==> config.mk <==
export PLATFORM = sky130hd
export DESIGN_NAME = life_gen_scheduler
export DESIGN_NICKNAME = d
export VERILOG_FILES = /design/src/rtl/life_gen_scheduler.sv
export SDC_FILE = /design/constraint.sdc
export NUM_CORES = 1
export LEC_CHECK = 0
export CAP_MARGIN = 15
export CORE_ASPECT_RATIO = 1.25
export CORE_MARGIN = 2
export CORE_UTILIZATION = 52
export DETAILED_ROUTE_END_ITERATION = 7
export MAX_ROUTING_LAYER = met4
export PLACE_DENSITY = 0.8
export SLEW_MARGIN = 5
export SYNTH_ARGS = -nofsm -noshare
export SYNTH_HDL_FRONTEND = slang
export SYNTH_SLANG_ARGS = --single-unit
==> constraint.sdc <==
create_clock -name i_clk -period 2.9 [get_ports i_clk]
set_clock_uncertainty 0.2 [all_clocks]
set_input_delay 0.435 -clock i_clk [delete_from_list [all_inputs] [get_ports i_clk]]
set_output_delay 0.435 -clock i_clk [all_outputs]
set_load 0.05 [all_outputs]
==> src/rtl/life_gen_scheduler.sv <==
// Game-of-Life generation scheduler: paces launches, handshakes with the datapath and commits in
// vblank. Optional compute watchdog is compiled in with `define LIFE_SCHED_TIMEOUT_EN.
module life_gen_scheduler #(
  parameter int unsigned SPEED_W   = 3,
  parameter int unsigned GEN_CNT_W = 16
`ifdef LIFE_SCHED_TIMEOUT_EN
  ,
  parameter int unsigned TIMEOUT   = 4096
`endif
) (
  input  logic                 i_clk,
  input  logic                 i_reset_n,
  input  logic                 i_run,
  input  logic                 i_step_req,
  input  logic                 i_clear_req,
  input  logic [SPEED_W-1:0]   i_speed,
  input  logic                 i_frame_tick,
  input  logic                 i_in_vblank,
  input  logic                 i_gen_done,
  output logic                 o_gen_start,
  output logic                 o_commit,
  output logic                 o_clear,
  output logic                 o_busy,
  output logic [GEN_CNT_W-1:0] o_gen_count,
  output logic                 o_err
);

  // Frame counter must reach 2**(2**SPEED_W - 1) - 1.
  localparam int unsigned FCNT_W = (1 << SPEED_W) - 1;

  typedef enum logic [1:0] {StIdle, StCompute, StWaitVb, StCommit} state_e;

  state_e               r_state;
  logic                 r_step_q;
  logic [FCNT_W-1:0]    r_fcnt;
  logic                 r_gen_start;
  logic                 r_commit;
  logic                 r_clear;
  logic                 r_busy;
  logic [GEN_CNT_W-1:0] r_gen_count;

  logic [FCNT_W-1:0]    w_fcnt_max;
  logic                 w_fcnt_last;
  logic                 w_run_launch;
  logic                 w_step_launch;
  logic                 w_done;
  logic                 w_timeout;

  assign w_fcnt_max    = FCNT_W'((32'd1 << i_speed) - 32'd1);
  assign w_fcnt_last   = (r_fcnt == w_fcnt_max);
  assign w_run_launch  = i_run & i_frame_tick & w_fcnt_last;
  assign w_step_launch = ~i_run & i_step_req & ~r_step_q;
  // A done in the gen_start cycle is too early to belong to this generation.
  assign w_done        = i_gen_done & ~r_gen_start;

  always_ff @(posedge i_clk or negedge i_reset_n) begin
    if (!i_reset_n) begin
      r_state     <= StIdle;
      r_step_q    <= 1'b0;
      r_fcnt      <= '0;
      r_gen_start <= 1'b0;
      r_commit    <= 1'b0;
      r_clear     <= 1'b0;
      r_busy      <= 1'b0;
      r_gen_count <= '0;
    end else begin
      r_step_q    <= i_step_req;
      r_gen_start <= 1'b0;
      r_commit    <= 1'b0;
      r_clear     <= 1'b0;
      if (!i_run) begin
        r_fcnt <= '0;
      end
      unique case (r_state)
        StIdle: begin
          if (i_run && i_frame_tick) begin
            r_fcnt <= w_fcnt_last ? '0 : r_fcnt + FCNT_W'(1);
          end
          if (i_clear_req) begin
            r_clear     <= 1'b1;
            r_gen_count <= '0;
          end else if (w_run_launch || w_step_launch) begin
            r_state     <= StCompute;
            r_gen_start <= 1'b1;
            r_busy      <= 1'b1;
          end
        end
        StCompute: begin
          if (w_done) begin
            if (i_in_vblank) begin
              r_state     <= StCommit;
              r_commit    <= 1'b1;
              r_gen_count <= r_gen_count + GEN_CNT_W'(1);
            end else begin
              r_state <= StWaitVb;
            end
          end else if (w_timeout) begin
            r_state <= StIdle;
            r_busy  <= 1'b0;
          end
        end
        StWaitVb: begin
          if (i_in_vblank) begin
            r_state     <= StCommit;
            r_commit    <= 1'b1;
            r_gen_count <= r_gen_count + GEN_CNT_W'(1);
          end
        end
        StCommit: begin
          r_state <= StIdle;
          r_busy  <= 1'b0;
        end
        default: begin
          r_state <= StIdle;
          r_busy  <= 1'b0;
        end
      endcase
    end
  end

`ifdef LIFE_SCHED_TIMEOUT_EN
  localparam int unsigned TO_W = $clog2(TIMEOUT + 1);

  logic [TO_W-1:0] r_to_cnt;
  logic            r_err;

  assign w_timeout = (r_to_cnt == TO_W'(TIMEOUT - 1));

  always_ff @(posedge i_clk or negedge i_reset_n) begin
    if (!i_reset_n) begin
      r_to_cnt <= '0;
      r_err    <= 1'b0;
    end else begin
      r_to_cnt <= (r_state == StCompute) ? r_to_cnt + TO_W'(1) : '0;
      if ((r_state == StCompute) && !w_done && w_timeout) begin
        r_err <= 1'b1;
      end
    end
  end

  assign o_err = r_err;
`else
  assign w_timeout = 1'b0;
  assign o_err     = 1'b0;
`endif

  assign o_gen_start = r_gen_start;
  assign o_commit    = r_commit;
  assign o_clear     = r_clear;
  assign o_busy      = r_busy;
  assign o_gen_count = r_gen_count;

endmodule

==> qor.yml <==
p_leak_nw: 0.955
synth_commonest_cells: "30 x dfrtp_1, 21 x nand2_1, 14 x o21ai_0"
power.density_nw_per_um2: 775
clock_sinks: 30
path_max_fanout: 6
drc: 0
syn_area_per_cell_um2: 9.11
cts_buffers: 5
clk_latency_ns: 0.28
tritoncts: "yes"
initial_utilization_pct: 54.5
r2r-end: "o_gen_count[6]"
fin_crit_ns: 2.71
multiInputGateArea_um2: 936
antenna_found_initial: 0
worst_slew_pin_slew_ns: 0.516
synth_warnings: 0
dieArea_um2: 3830
r2r_setup_slack_ns: 0.45
yosysTopAreaCell: "dfrtp_1"
slew_headroom_pct: 65.5
htreeDepth: 2
rsz0062_at_grt: "no"
grt_pass1_wl_um: 6600
vdd_drop_max_v: 0.000474
required_ns: 2.91
hold_path_class: "reg -> reg"
crit_top_cell: "or3_1"
clk_pin_slew_ns: 0.07
cap_viol_max_count: 0
design_area_um2: 2220
cpPeakStageDelay_ns: 0.49
cp-end-kind: "flip-flop"
fill_cells: 245
die_x_um: 55.7
drive_gt1_share_pct: 8.70
rows: 23
wl_um: 4010
clock.fmax_ghz: 0.368
nets: 249
power_mw: 1.72
holdPathStages: 1
syn_inst: 191
antenna_cells: 0
final.setup.worst_slack_ns: 0.186
reg2reg_from: "r_state[0]"
worstSetupPathType: "in -> reg"
synthArstFlopShare_pct: 100
die_h_um: 68.7
area_growth_pct: 27.8
core-area_um2: 3190
synth_cell_types: 44
synth-edff-count: 0
ant_nets: 0
synth-seq-cells: 30
vias_per_cell: 6.06
synthTopCellsByArea: "dfrtp_1 43%, ha_1 5.8%, nand2_1 4.5%"
grt_pass1_vias: 1511
yosysMostFrequentCell: "dfrtp_1"
synth_top_cell_area_share_pct: 43.1
layout.area.seq_um2: 751
dp_slack_ns: -0.0783
hold_viol: 0
avgRoutedWirePerCell_um: 15.0
synth_nets: 210
grt.overflow.total: 0
cp_cell_sequence: "clkdlybuf4s50_1 > or3_1 > or3_1 > a32oi_1 > a31oi_1 > or4b_1 > nand3_1"
cp.arrival_ns: 2.73
dp_hpwl_um: 2990
place_area_um2: 2110
holdPathEnd: "o_gen_count[9]"
ioPinCount: 32
grt_usage_pct: 23.2
drtPass1Iterations: 4
finalMaxSlewViolations: 0
synth-main-ff-cell: "dfrtp_1"
cts_root_buf: "clkbuf_8"
grt_start_max_net_pins: 31
ctsHoldBuffers: 0
final-setup-viol-count: 0
clockBufferDepth: 2
tns_ns: 0
port_buffers: 30
status: "completed"
ys_seq_area_share_pct: 43.1
worstRegToRegCells: 7
place_congestion: 0.879
hp-start: "o_gen_count[9]"
slowest_stage: "or4b_1"
timing.final.crit_share_pct: 93.6
synth_area_um2: 1740
num_vias: 1617
whs_ns: 0.317
cp-start-kind: "primary input"
drtIter0Drc: 50
registers in the layout, indices dropped and copies added, names as in the netlist:
signal / count
o_busy: 1
o_clear: 1
o_commit: 1
o_gen_count: 16
o_gen_start: 1
r_fcnt: 7
r_state: 2
r_step_q: 1
through the flow:
stage          instances  utilization [%]
6_report             267             69.6
3_5_place_dp         260             66.0
2_1_floorplan        191                -
3_3_place_gp         260             66.0
4_1_cts              267             69.5
5_1_grt              267             69.6
cell families (layout without fill, tap and decap cells):
kind of cell,Yosys count,after routing,share of synthesized area (%)
and+or+nand+nor,81,81,24.6
AOI/OAI and AO/OA,53,53,19.7
DFF,30,30,43.1
buffers and inverters,12,51,3.31
adders and majority gates,8,8,5.75
xor gates and xnor gates,4,4,2.01
muxes,2,2,1.29
other,1,1,0.215
worst max-delay path by stage:
stage	start	end	cells past startpoint
after floorplan	i_speed[1]	o_busy	7
after global placement	i_speed[1]	r_fcnt[6]	7
after detailed placement	i_speed[1]	r_fcnt[5]	8
after CTS	i_speed[1]	r_fcnt[5]	8
after global routing	i_speed[1]	r_state[1]	7
final	i_speed[1]	o_busy	7
routing by layer:
| layer | vias to the layer above | global-route usage (%) | wire length [um] |
|---|---|---|---|
| met5 | - | - | 0 |
| met4 | 0 | 12.5 | 72 |
| met3 | 7 | 6.34 | 194 |
| met2 | 42 | 40.5 | 2120 |
| met1 | 792 | 24.2 | 1620 |
| li1 | 776 | - | - |
worst max-delay path, delay by kind of cell:
family	cells	cell delay [ns]
AO/OA/AOI/OAI	2	0.51
AND/OR/NAND/NOR	4	1.31
buffers and inverters	1	0.48
cells in the final DEF, fill, tap and decap left out, types with 2 or more instances in the layout:
cell             Yosys  layout
and3_1               3       3
nand3_1              9       9
inv_1                7       7
dfrtp_1             30      30
nand4_1              5       5
nor2_1              13      13
a21oi_1             10       9
o31ai_1              6       6
or3_1                5       5
nor3b_1              2       2
clkdlybuf4s50_1      0      30
nor2b_1              2       2
ha_1                 8       8
xor2_1               4       4
nand2b_1             6       6
a31oi_1              6       6
a22o_1               2       2
and2_1               8       8
buf_4                1       7
clkbuf_8             0       6
a21o_1               4       4
o21ai_0             14      14
nand2_1             21      21
mux2_2               2       2
final cells by class:
cell class / instances / area share [%]
clock buffers: 6 / 3.71
clock inverters: 1 / 1.35
inverters: 7 / 1.18
multi-input cells: 149 / 42.1
flip-flops and latches: 30 / 33.7
well taps: 37 / 2.08
repair buffers: 37 / 15.9
what timing repair did:
action,4_1_cts,5_1_grt
gates resized for setup,0,1
setup endpoints to repair,0,1
setup buffers,0,0
power by group:
group | total [mW] | switching [mW] | leakage (nW) | internal [mW]
clock | 0.429 | 0.155 | 0.0573 | 0.275
combinational | 0.765 | 0.480 | 0.489 | 0.285
sequential | 0.529 | 0.0566 | 0.408 | 0.472
total | 1.72 | 0.691 | 0.955 | 1.03
(Power assumes the default switching activity.)
